--- config.mk ---
export PLATFORM = sky130hd
export DESIGN_NAME = pwm_output_stage
export DESIGN_NICKNAME = d
export VERILOG_FILES = /design/src/rtl/pwm_pkg.sv /design/src/rtl/pwm_prescaler.sv /design/src/rtl/pwm_output_stage.sv
export SDC_FILE = /design/constraint.sdc
export NUM_CORES = 1
export LEC_CHECK = 0
export CAP_MARGIN = 30
export CORE_ASPECT_RATIO = 1.1
export CORE_MARGIN = 3
export CORE_UTILIZATION = 41
export CTS_BUF_LIST = sky130_fd_sc_hd__clkbuf_8
export DETAILED_ROUTE_END_ITERATION = 10
export PLACE_DENSITY = 0.79
export SYNTH_ARGS = -nofsm -noshare
export SYNTH_HDL_FRONTEND = slang
export SYNTH_SLANG_ARGS = --single-unit
--- constraint.sdc ---
create_clock -name clk -period 1.8 [get_ports clk]
set_clock_uncertainty 0.2 [all_clocks]
set_input_delay 0.54 -clock clk [delete_from_list [all_inputs] [get_ports clk]]
set_output_delay 0.54 -clock clk [all_outputs]
set_load 0.01 [all_outputs]
--- src/rtl/pwm_pkg.sv ---
// Shared constants for the PWM output stage.
//   PWM_BITS        : PWM counter / duty width
//   DUTY_FULL       : duty code that forces a constant-high waveform
//   DEFAULT_CLK_DIV : system clocks per PWM counter step (10 MHz -> ~3 kHz)
//   NUM_PINS        : number of driven output pins
package pwm_pkg;

  localparam int unsigned PWM_BITS        = 8;
  localparam logic [7:0]  DUTY_FULL       = 8'hFF;
  localparam int unsigned DEFAULT_CLK_DIV = 13;
  localparam int unsigned NUM_PINS        = 16;

endpackage : pwm_pkg

--- src/rtl/pwm_prescaler.sv ---
// Divides clk down to a one-cycle tick every CLK_DIV clocks.
// Ports:
//   clk   : system clock
//   rst_n : synchronous active-low reset (counter restarts at 0)
//   tick  : high while the internal count sits at CLK_DIV-1
module pwm_prescaler
  import pwm_pkg::*;
#(
  parameter int unsigned CLK_DIV = DEFAULT_CLK_DIV
) (
  input  logic clk,
  input  logic rst_n,
  output logic tick
);

  localparam int unsigned      CNT_W = (CLK_DIV > 1) ? $clog2(CLK_DIV) : 1;
  localparam logic [CNT_W-1:0] LAST  = CNT_W'(CLK_DIV - 1);

  logic [CNT_W-1:0] cnt;
  logic [CNT_W-1:0] cnt_next;
  logic             tick_next;

  // tick is registered from the next count so it always equals (cnt == LAST)
  always_comb begin
    cnt_next  = (cnt == LAST) ? '0 : cnt + CNT_W'(1);
    tick_next = (cnt_next == LAST);
  end

  always_ff @(posedge clk) begin
    if (!rst_n) begin
      cnt  <= '0;
      tick <= (LAST == '0);
    end else begin
      cnt  <= cnt_next;
      tick <= tick_next;
    end
  end

endmodule : pwm_prescaler

--- src/rtl/pwm_output_stage.sv ---
// Shared 8-bit PWM generator with a double-buffered duty and a 16-pin
// registered output mux (forced low / static high / PWM per pin).
// Ports:
//   clk, rst_n           : system clock, synchronous active-low reset
//   en_reg_out_*         : per-pin output enable
//   en_reg_pwm_*         : per-pin PWM-mode select
//   pwm_duty_cycle       : requested duty in 1/256 steps (0xFF = always high)
//   out                  : registered pin drive
//   period_start         : one-cycle pulse when pwm_cnt first reads 0
module pwm_output_stage
  import pwm_pkg::*;
#(
  parameter int unsigned CLK_DIV  = DEFAULT_CLK_DIV,
  parameter int unsigned PWM_BITS = 8
) (
  input  logic                clk,
  input  logic                rst_n,
  input  logic [7:0]          en_reg_out_7_0,
  input  logic [7:0]          en_reg_out_15_8,
  input  logic [7:0]          en_reg_pwm_7_0,
  input  logic [7:0]          en_reg_pwm_15_8,
  input  logic [PWM_BITS-1:0] pwm_duty_cycle,
  output logic [NUM_PINS-1:0] out,
  output logic                period_start
);

  logic                started;
  logic                presc_rst_n;
  logic                tick;
  logic                period_wrap;
  logic                pwm_lvl;
  logic [PWM_BITS-1:0] pwm_cnt;
  logic [PWM_BITS-1:0] pwm_cnt_next;
  logic [PWM_BITS-1:0] duty_shadow;
  logic [PWM_BITS-1:0] duty_next;
  logic                period_start_next;
  logic [NUM_PINS-1:0] en_out;
  logic [NUM_PINS-1:0] en_pwm;
  logic [NUM_PINS-1:0] out_next;

  // Holding the prescaler through the first cycle after release makes that
  // cycle the first clock of a full-length period.
  assign presc_rst_n = rst_n & started;

  pwm_prescaler #(
    .CLK_DIV (CLK_DIV)
  ) u_prescaler (
    .clk   (clk),
    .rst_n (presc_rst_n),
    .tick  (tick)
  );

  assign en_out = {en_reg_out_15_8, en_reg_out_7_0};
  assign en_pwm = {en_reg_pwm_15_8, en_reg_pwm_7_0};

  // Counter, duty shadow, period pulse and pin mux next-state
  always_comb begin
    pwm_cnt_next      = pwm_cnt;
    duty_next         = duty_shadow;
    period_start_next = 1'b0;

    period_wrap = tick && (pwm_cnt == '1);
    pwm_lvl     = (duty_shadow == DUTY_FULL) || (pwm_cnt < duty_shadow);

    if (!started) begin
      pwm_cnt_next      = '0;
      duty_next         = pwm_duty_cycle;
      period_start_next = 1'b1;
    end else begin
      if (tick) begin
        pwm_cnt_next = pwm_cnt + PWM_BITS'(1);
      end
      if (period_wrap) begin
        duty_next = pwm_duty_cycle;
      end
      period_start_next = period_wrap;
    end

    // disabled -> 0, enabled static -> 1, enabled PWM -> pwm_lvl
    out_next = en_out & (~en_pwm | {NUM_PINS{pwm_lvl}});
  end

  always_ff @(posedge clk) begin
    if (!rst_n) begin
      started      <= 1'b0;
      pwm_cnt      <= '0;
      duty_shadow  <= '0;
      period_start <= 1'b0;
      out          <= '0;
    end else begin
      started      <= 1'b1;
      pwm_cnt      <= pwm_cnt_next;
      duty_shadow  <= duty_next;
      period_start <= period_start_next;
      out          <= out_next;
    end
  end

endmodule : pwm_output_stage

# --- Yosys cells after proc, flatten, opt, wreduce, memory -nomap -nowiden ---
# Cells that the tools add are included.
word_totals:
  word_cells: 27
  inputBits: 42
  ff_bits: 39
classes:
  bitwise: 4
  addsub: 2
  n_mux: 5
  n_eq_ne: 5
  order_cmp: 1
  n_reduce_logical: 3
op_table:
  columns: ["cell", "n"]
  rows:
  - ["AND 16 bit", 1]
  - ["equality test 8 bit (second input constant)", 2]
  - ["2-to-1 mux 8 bit", 2]
  - ["NOT 16 bit", 1]
  - ["bitwise OR 16 bit", 1]
  - ["adder 8 x 1 -> 8 bit (second input constant)", 1]
  - ["equality test 4 bit (second input constant)", 2]
  - ["less-than comparator 8 bit", 1]
  - ["adder 4 x 1 -> 4 bit (second input constant)", 1]
  - ["2-to-1 mux 4 bit", 1]
  - ["2-to-1 mux 1 bit", 2]
  - ["inequality test 2 x 1 -> 1 bit (second input constant)", 1]
  - ["AND reduction 2 bit", 1]
  - ["AND 1 bit", 1]
  - ["logical AND 1 bit", 1]
  - ["logical OR 1 bit", 1]

# --- Depth between registers and ports, before layout ---
# Gate-level depths: netlist of the first run.
depth:
  ltp_word: 4
  depth_mapped: 7

# --- Cells and area by module ---
# From an unflattened synthesis of the first run, not the netlist that was laid out.
unflattened:
  cells_unflattened: 178
  area_unflattened_um2: 1670.4
by_module_without_submodules:
  columns: ["module", "area_each_um2", "instances", "seq_area_each_um2", "cells_each"]
  rows:
  - ["pwm_output_stage", 1435.1, 1, 680.7, 153]
  - ["pwm_prescaler", 235.2, 1, 100.1, 25]

# --- Worst setup path after synthesis of the first run ---
# Ideal clock, no wire load.
synth_path:
  path_type: "reg2reg"
  startpoint: "register duty_shadow[7]"
  endpoint: "register out[0]"
  synth_period_minus_slack_ps: 1854
  path_slack_ps: -54
  arrival_time_ps: 1538
  setup_ps: 116
  required_ps: 1484
  stages_incl_launch_ff: 8
  path_cell_list: "dfxtp_1 -> inv_1 -> ha_1 -> and4_1 -> o21ai_1 -> o32ai_4 -> buf_6 -> a21oi_2"
synth_via:
  elab_chain_len: 4
  word_cells_on_any_way: 5
synth_rtl:
  columns: ["item", "line_no", "source"]
  rows:
  - ["start: declaration", "pwm_output_stage.sv:34", "logic [PWM_BITS-1:0] duty_shadow;"]
  - ["start signal: assignment", "pwm_output_stage.sv:93", "duty_shadow <= duty_next;"]
  - ["less-than comparator 8 bit / equality test 8 bit (equally long branches)", "pwm_output_stage.sv:63", "pwm_lvl = (duty_shadow == DUTY_FULL) || (pwm_cnt < duty_shadow);"]
  - ["logical OR 1 bit (*)", "pwm_output_stage.sv:63", null]
  - ["bitwise OR 16 bit (*)", "pwm_output_stage.sv:80", "out_next = en_out & (~en_pwm | {NUM_PINS{pwm_lvl}});"]
  - ["AND 16 bit (*)", "pwm_output_stage.sv:80", null]
  - ["end signal: assignment", "pwm_output_stage.sv:95", "out <= out_next;"]
  - ["end: declaration", "pwm_output_stage.sv:23", "output logic [NUM_PINS-1:0] out,"]
# Every way passes the cells marked *; elsewhere a longest branch is shown, timed or not.
# A chain may end at the register's enable or synchronous reset.

# --- Worst setup path in the final report of the first run ---
layout_path:
  startpoint: "register duty_shadow[6]"
  endpoint: "register out[14]"
# The elaborated chain is that of the path after synthesis.

==> results of run 1 <==
power breakdown:
part	leakage [nW]	switching (W)	internal [W]
Combinational	0.662	0.000120	0.000172
Clock	0.0612	0.000309	0.000448
Sequential	0.322	0.0000166	0.000902
layout make-up:
| cell class | count | area (um^2) | area share (%) |
|---|---|---|---|
| Sequential cell | 39 | 786 | 31.1 |
| Multi-Input combinational cell | 117 | 831 | 32.9 |
| Tap cell | 50 | 62.6 | 2.48 |
| Clock buffer | 6 | 82.6 | 3.27 |
| Inverter | 10 | 37.5 | 1.49 |
| Timing Repair Buffer | 72 | 689 | 27.3 |
| Clock inverter | 2 | 35.0 | 1.39 |
worst paths after layout:
path | startpoint | to | slack, ps | depth (start not counted)
setup / recovery | duty_shadow[6] | out[14] | 10 | 7
hold / removal | u_prescaler.cnt[2] | u_prescaler.cnt[0] | 260 | 1
setup reg to reg | duty_shadow[6] | out[14] | 10 | 7
hold reg to reg | u_prescaler.cnt[2] | u_prescaler.cnt[0] | 260 | 1
metrics by stage:
step / utilization (%) / cells / total power [W]
2_1_floorplan: - / 173 / 0.00106
3_3_place_gp: 64.3 / 288 / 0.00124
3_5_place_dp: 64.3 / 288 / 0.00125
4_1_cts: 67.4 / 296 / 0.00199
5_1_grt: 67.5 / 296 / 0.00206
6_report: 67.5 / 296 / 0.00197
state kept, by name (all words and copies together), names as in the netlist:
register,count
duty_shadow,8
period_start,1
pwm_cnt,8
u_prescaler.tick,1
started,1
u_prescaler.cnt,4
out,16
cell families after synthesis:
kind of cell               after synthesis  synth area share [%]
adders and majority gates               10                  7.63
muxes                                    1                 0.611
AOI/OAI and AO/OA                       40                  18.8
xor gates and xnor gates                 6                  3.21
and+or+nand+nor                         60                  17.6
DFF                                     39                  47.6
buffers and inverters                   17                  4.58
worst reg2reg max path, delay by kind of cell, from the launching register on:
| family | cells | cell delay (ps) |
|---|---|---|
| buf+inv | 2 | 250 |
| simple gates | 1 | 190 |
| compound gates | 3 | 430 |
| fa+ha+maj | 1 | 270 |
| flops | 1 | 350 |
cell usage in the layout, fill, tap and decap left out, types with 2 or more instances in the layout:
cell type,netlist,layout
inv_2,0,2
a21oi_2,10,11
nand3_1,10,10
buf_4,1,12
nor2_1,9,8
buf_12,0,2
a21oi_1,10,9
ha_4,0,3
dfxtp_2,0,4
dfxtp_1,39,35
and3_1,2,2
clkdlybuf4s50_1,0,41
ha_1,10,7
clkbuf_8,0,6
nand4_1,4,4
o21ai_0,10,10
inv_1,10,8
dlygate4sd2_1,0,17
xnor2_1,2,2
nand2_1,28,28
o21ai_2,1,2
xor2_1,4,4
what timing repair did:
item,4_1_cts,5_1_grt
gates cloned,0,0
endpoints found under the setup margin,20,16
gates resized for setup,21,1
routing by layer:
metal / share of wire [%] / routed length [um] / track usage (%)
met1: 38 / 1330 / 16.4
met2: 48 / 1680 / 26.9
met3: 12 / 434 / 11.0
met4: 2.3 / 80 / 8.13
met5: 0 / 0 / 0
==> results.ini, run 1 <==
[outcome]
run_status=complete, no violations

[floorplan]
die_w_um=66.3
dieArea_mm2=0.00479
coreArea_mm2=0.00374
rows=23
die_h_um=72.3
num_io_pins=59
initial_core_util_pct=43.8

[route]
routed_wl_mm=3.53
ant_nets=0
drt_pre_antenna_iters=3
dr_total_vias=1442
routedWlPerCell_um=11.9
dr.first_iter.drc_count=69
drc=0
drt-vias-per-instance=4.87

[clock_tree]
cts_tree=yes
clock_sinks=39
postCtsHoldBufs=0
cts_buffers=5
clkTransAtPathRegs_ps=80
h-tree-depth=2
cts_setup_buffers=0
clock_latency_ps=300
root_buffer=clkbuf_8
cts_buffer_depth=2

[hold_path]
worstHoldPathType=register to register

[layout]
n_antenna_cell=0
areaGrowthSynthToFinish_pct=54.0
nets=297
drive_gt1_share_pct=19.9
fin_area_mm2=0.00252
num-fill-cells=306

[setup_path]
startpoint_type=register
critPathCaptureType=register
cpPeakStageDelay_ps=350
worstPathRequired_ps=1790
crit_slowest_cell=dfxtp_2
cp.arrival_ps=1770
path_delay_family=compound AO/OA/AOI/OAI gates
critPathMaxFanout=16
crit_chain=inv_2, ha_4, and4_1, o21ai_2, o32ai_4, buf_12, a21oi_1
criticalPathCategory=register to register
critPathBufInv=2

[sta]
rsz0062_at_grt=yes
fin_crit_sh_pct=99.2
setup_violations=0
setup_tns_ps=0
hold_viol=0
fmax_mhz=560
slew_viol_final=0
tightestPinTransition_ps=321
period_needed_ps=1790
whs_ps=261
relSlewSlack_pct=78.3
setup_ws_ps=14.5

[placement]
dpl_cell_area_mm2=0.00241
dpl.hpwl_mm=2.79
post-place-ws_ps=4.28
gp_congestion=0.788
port_buffers=58

[yosys]
synth_area_mm2=0.00164
ys.flop_type=dfxtp_1
ys_warn_count=0
synth_area_leaders=dfxtp_1 48%, ha_1 7.6%, nand2_1 6.4%
yosys.area.top_type_share_pct=47.6
async_reset_ff_share_pct=0
yosys-top-cells-count=39 x dfxtp_1, 28 x nand2_1
synth_cells=173
synth_nets=225
ys_types=34
ys_seq_elements=39
yosysTopAreaCell=dfxtp_1
synth_edf_count=0
syn_avg_cell_area_um2=9.47
yosysMostFrequentCell=dfxtp_1
seq_area_frac_synth_pct=47.6

[grt]
antenna_found_initial=0
grt_max_degree=20
grt_pass1_vias=1424
grt_usage_pct=16.7
grt_pass1_wl_mm=5.98
grt_overflow=0

[power]
p_leak_nw=1.05
power_density_mw_per_mm2=780
vdd_ir_drop_max_v=0.000623

[job]
cap_violations=0

Note: power is estimated with default switching activity, not from simulation.
==> inputs of run 2 (changes only) <==
--- a/config.mk
+++ b/config.mk
@@ -12,6 +12,7 @@
 export CTS_BUF_LIST = sky130_fd_sc_hd__clkbuf_8
 export DETAILED_ROUTE_END_ITERATION = 10
 export PLACE_DENSITY = 0.79
+export SKIP_CTS_REPAIR_TIMING = 1
 export SYNTH_ARGS = -nofsm -noshare
 export SYNTH_HDL_FRONTEND = slang
 export SYNTH_SLANG_ARGS = --single-unit
==> results.ini, run 2 (synthesis gave the netlist of run 1 again) <==
[outcome]
run_status=complete, no violations

[sta]
relSlewSlack_pct=77.8  ; -0.52 points
tightestPinTransition_ps=329  ; +7.76 ps
period_needed_ps=1750  ; -34.5 ps
whs_ps=262  ; +0.468 ps
hold_viol=0  ; unchanged
setup_ws_ps=49.0  ; +34.5 ps
fin_crit_sh_pct=97.3  ; -1.9 points
slew_viol_final=0  ; unchanged
fmax_mhz=571  ; +2.0%
setup_violations=0  ; unchanged
rsz0062_at_grt=yes

[clock_tree]
clock_sinks=39  ; unchanged
cts_buffers=5  ; unchanged
h-tree-depth=2  ; unchanged
cts_buffer_depth=2  ; unchanged
clock_latency_ps=290  ; about the same
cts_tree=yes
clkTransAtPathRegs_ps=80  ; about the same
root_buffer=clkbuf_8

[placement]
gp_congestion=0.788  ; unchanged
dpl.hpwl_mm=2.79  ; unchanged
post-place-ws_ps=4.28  ; unchanged
dpl.cell_count=288  ; unchanged
port_buffers=58  ; unchanged

[setup_path]
crit_slowest_cell=dfxtp_1
worstPathRequired_ps=1790  ; about the same
cp.arrival_ps=1740  ; -30 ps
critPathCaptureType=register
worstReg2RegEnd=out[11]
critPathBufInv=2  ; unchanged
criticalPathCategory=register to register
r2r_cells=7  ; unchanged
critPathMaxFanout=16  ; unchanged
cpPeakStageDelay_ps=350  ; about the same
rrSetupSlack_ps=50  ; +30 ps
cp_num_cells=7  ; unchanged
path_delay_family=compound AO/OA/AOI/OAI gates
regToRegStartpoint=duty_shadow[7]
startpoint_type=register
crit_chain=inv_2, ha_4, and4_1, o21ai_2, o32ai_4, buf_12, a21oi_1

[route]
ant_nets=0  ; unchanged
dr.first_iter.drc_count=59  ; -14%
drt_pre_antenna_iters=4  ; +1
drt-vias-per-instance=4.88  ; +0.14%
dr_total_vias=1444  ; +0.14%
drc=0  ; unchanged
routed_wl_mm=3.63  ; +2.8%
routedWlPerCell_um=12.3  ; +2.8%

[floorplan]
initial_core_util_pct=43.8  ; unchanged
coreArea_mm2=0.00374  ; unchanged
num_io_pins=59  ; unchanged
rows=23  ; unchanged
dieArea_mm2=0.00479  ; unchanged
die_w_um=66.3  ; unchanged
die_h_um=72.3  ; unchanged

[layout]
stdcell_count=296  ; unchanged
nets=297  ; unchanged
final_util_pct=69.2  ; +1.8 points
largest_reg_flops=16  ; unchanged
drive_gt1_share_pct=21.1  ; +1.2 points
reg.largest.list=out (16), duty_shadow (8), pwm_cnt (8)
final_common_cell=clkdlybuf4s50_1
n_antenna_cell=0  ; unchanged
largest_register=out
final_cell_mix=41 x clkdlybuf4s50_1, 33 x dfxtp_1, 28 x nand2_1
areaGrowthSynthToFinish_pct=58.0

[power]
vdd_ir_drop_max_v=0.000624  ; +0.18%
power_density_mw_per_mm2=764  ; -2.0%
power_w=0.00198  ; +0.53%
p_leak_nw=1.24  ; +18%

[grt]
grt_pass1_wl_mm=6.02  ; +0.57%
grt_pass1_vias=1426  ; +0.14%
antenna_found_initial=0  ; unchanged
top_usage_layer=met2
grtUsageMet3_pct=11.5  ; +0.46 points
use_met2_pct=26.9  ; unchanged
grt_use_met1_pct=16.5  ; +0.097 points
grt_max_degree=20  ; unchanged
grt_usage_pct=16.8  ; +0.13 points
grt_overflow=0  ; unchanged

[hold_path]
holdPathStages=1  ; unchanged
whs_endpoint=u_prescaler.cnt[0]
worstHoldPathType=register to register
hp-start=u_prescaler.cnt[2]

[job]
cap_violations=0  ; unchanged

==> run 2: where the power goes <==
group | switching [W] | total, W | internal (W)
combinational | 0.000120 | 0.000303 | 0.000183
sequential | 0.0000173 | 0.000920 | 0.000902
clock | 0.000307 | 0.000756 | 0.000448
total | 0.000445 | 0.00198 | 0.00153
==> run 2: layer usage <==
metal	part of all wire, %	vias to the layer above	wire [um]
met5	0	-	0
met4	2.2	0	79
met3	12	8	420
met2	49	49	1780
met1	37	653	1340
li1	-	734	-
==> run 2: through the flow <==
stage               TNS (ps)  area, um^2
finish                     0        2590
global route           -98.7        2590
CTS                    -1750        2520
detailed placement         0        2410
global placement           0        2410
floorplan                  0        1670
==> run 2: layout make-up <==
class | instances | area [um^2]
clock inverters | 2 | 35.0
flip-flops and latches | 39 | 788
inverters | 10 | 37.5
multi-input cells | 117 | 831
clock buffers | 6 | 82.6
fillers | 280 | 1150
repair buffers | 72 | 753
well taps | 50 | 62.6
==> run 2: worst max path at each step <==
stage / startpoint / end / slack [ps]
after detailed placement: duty_shadow[1] / out[14] / 4
after floorplan: duty_shadow[5] / out[0] / 0.7
after global placement: rst_n / u_prescaler.tick / 10
final: duty_shadow[7] / out[11] / 50
after global routing: duty_shadow[1] / out[12] / -30
after CTS: out[11] / out[11] / -130
==> inputs of run 3 (changes only) <==
--- a/config.mk
+++ b/config.mk
@@ -6,7 +6,6 @@
 export NUM_CORES = 1
 export LEC_CHECK = 0
 export CAP_MARGIN = 30
-export CORE_ASPECT_RATIO = 1.1
 export CORE_MARGIN = 3
 export CORE_UTILIZATION = 41
 export CTS_BUF_LIST = sky130_fd_sc_hd__clkbuf_8
==> results.ini, run 3 (synthesis gave the netlist of run 1 again) <==
[outcome]
run_status=complete, no violations

[setup_path]
path_delay_family=compound AO/OA/AOI/OAI gates
rrSetupSlack_ps=8  ; -40 ps
cpPeakStageDelay_ps=330  ; -20 ps
worstReg2RegEnd=out[14]
startpoint_type=register
crit_slowest_cell=dfxtp_1
cp.arrival_ps=1760  ; +20 ps
criticalPathCategory=register to register
critPathBufInv=2  ; unchanged
worstPathRequired_ps=1770  ; -20 ps
r2r_cells=7  ; unchanged
critPathMaxFanout=16  ; unchanged
crit_chain=inv_1, ha_1, and4_1, o21ai_2, o32ai_4, buf_12, a21oi_1
critPathCaptureType=register
regToRegStartpoint=duty_shadow[4]

[sta]
fmax_mhz=558  ; -2.3%
setup_ws_ps=8.24  ; -40.8 ps
rsz0062_at_grt=yes
setup_violations=0  ; unchanged
relSlewSlack_pct=77.0  ; -0.79 points
slew_viol_final=0  ; unchanged
fin_crit_sh_pct=99.5  ; +2.3 points
whs_ps=250  ; -11.5 ps
hold_viol=0  ; unchanged
tightestPinTransition_ps=340  ; +11.6 ps
period_needed_ps=1790  ; +40.8 ps

[grt]
top_usage_layer=met2
antenna_found_initial=0  ; unchanged
grt_overflow=0  ; unchanged
grtUsageMet3_pct=10.6  ; -0.88 points
grt_max_degree=20  ; unchanged
grt_use_met1_pct=16.4  ; -0.14 points
grt_pass1_wl_mm=5.86  ; -2.6%
use_met2_pct=23.9  ; -3.0 points
grt_usage_pct=15.3  ; -1.5 points
grt_pass1_vias=1371  ; -3.9%

[layout]
largest_register=out
final_cell_mix=41 x clkdlybuf4s50_1, 36 x dfxtp_1, 28 x nand2_1
final_common_cell=clkdlybuf4s50_1
reg.largest.list=out (16), duty_shadow (8), pwm_cnt (8)
areaGrowthSynthToFinish_pct=56.1
nets=300  ; +1.0%
drive_gt1_share_pct=19.3  ; -1.9 points
n_antenna_cell=0  ; unchanged
largest_reg_flops=16  ; unchanged

[floorplan]
initial_core_util_pct=43.8  ; about the same
die_h_um=69.2  ; -4.3%
die_w_um=69.2  ; +4.4%
num_io_pins=59  ; unchanged
rows=22  ; -4.3%
dieArea_mm2=0.00479  ; about the same
coreArea_mm2=0.00374  ; about the same

[clock_tree]
root_buffer=clkbuf_8
clkTransAtPathRegs_ps=70  ; about the same
cts_buffer_depth=2  ; unchanged
cts_tree=yes
clock_sinks=39  ; unchanged
h-tree-depth=2  ; unchanged
clock_latency_ps=280  ; about the same
cts_buffers=5  ; unchanged

[route]
routedWlPerCell_um=11.9  ; -2.6%
drc=0  ; unchanged
dr.first_iter.drc_count=81  ; +37%
drt_pre_antenna_iters=5  ; +1
ant_nets=0  ; unchanged
drt-vias-per-instance=4.92  ; +0.84%
routed_wl_mm=3.54  ; -2.3%
dr_total_vias=1461  ; +1.2%

[placement]
dpl.hpwl_mm=2.86  ; +2.5%
post-place-ws_ps=3.03  ; -1.25 ps
gp_congestion=0.749  ; -4.9%
port_buffers=58  ; unchanged

[power]
p_leak_nw=1.23  ; -0.30%
power_w=0.00178  ; -10%
power_density_mw_per_mm2=694  ; -9.1%
vdd_ir_drop_max_v=0.000454  ; -27%

[job]
cap_violations=0  ; unchanged

[hold_path]
worstHoldPathType=register to register
hp-start=u_prescaler.cnt[2]
whs_endpoint=u_prescaler.cnt[0]
holdPathStages=1  ; unchanged

## run 3: cell types whose count changed in the layout (fill, tap and decap cells not counted), sizes merged
cell and change:
buf +3, clkinvlp +1, inv +1, bufinv -1, clkbuf -1
## run 3: layout make-up
class	instances	area, um^2
fillers	319	1180
well taps	48	60.1
clock inverters	3	16.3
repair buffers	75	776
multi-input cells	117	816
clock buffers	5	68.8
inverters	10	37.5
flip-flops and latches	39	785
## run 3: stage by stage
stage                     cells  util, %  instance area [um^2]  setup TNS, ps
final                       297     68.3                  2560              0
after global routing        297     68.3                  2560           -854
after CTS                   295     66.7                  2500          -1490
after detailed placement    287     64.4                  2410              0
after global placement      287     64.4                  2410              0
after floorplan             173        -                  1670              0
## run 3: worst max path at each step
stage | slack, ps | cells past startpoint | to | startpoint
6_report | 8 | 7 | out[14] | duty_shadow[4]
5_1_grt | -70 | 7 | out[14] | duty_shadow[6]
4_1_cts | -100 | 1 | out[0] | out[0]
3_5_place_dp | 3 | 4 | u_prescaler.tick | rst_n
3_3_place_gp | 20 | 4 | u_prescaler.tick | rst_n
2_1_floorplan | 0.7 | 7 | out[0] | duty_shadow[5]
## run 3: power breakdown
part           internal (W)  switching [W]  total, W
clock              0.000265       0.000291  0.000556
sequential         0.000902      0.0000161  0.000918
combinational      0.000183       0.000120  0.000303
total               0.00135       0.000427   0.00178
## run 3: routing by layer
metal	vias to the layer above	wire length [um]	share of wire, %
li1	744	-	-
met5	-	0	0
met2	47	1680	47
met1	668	1420	40
met3	2	424	12
met4	0	27	0.76
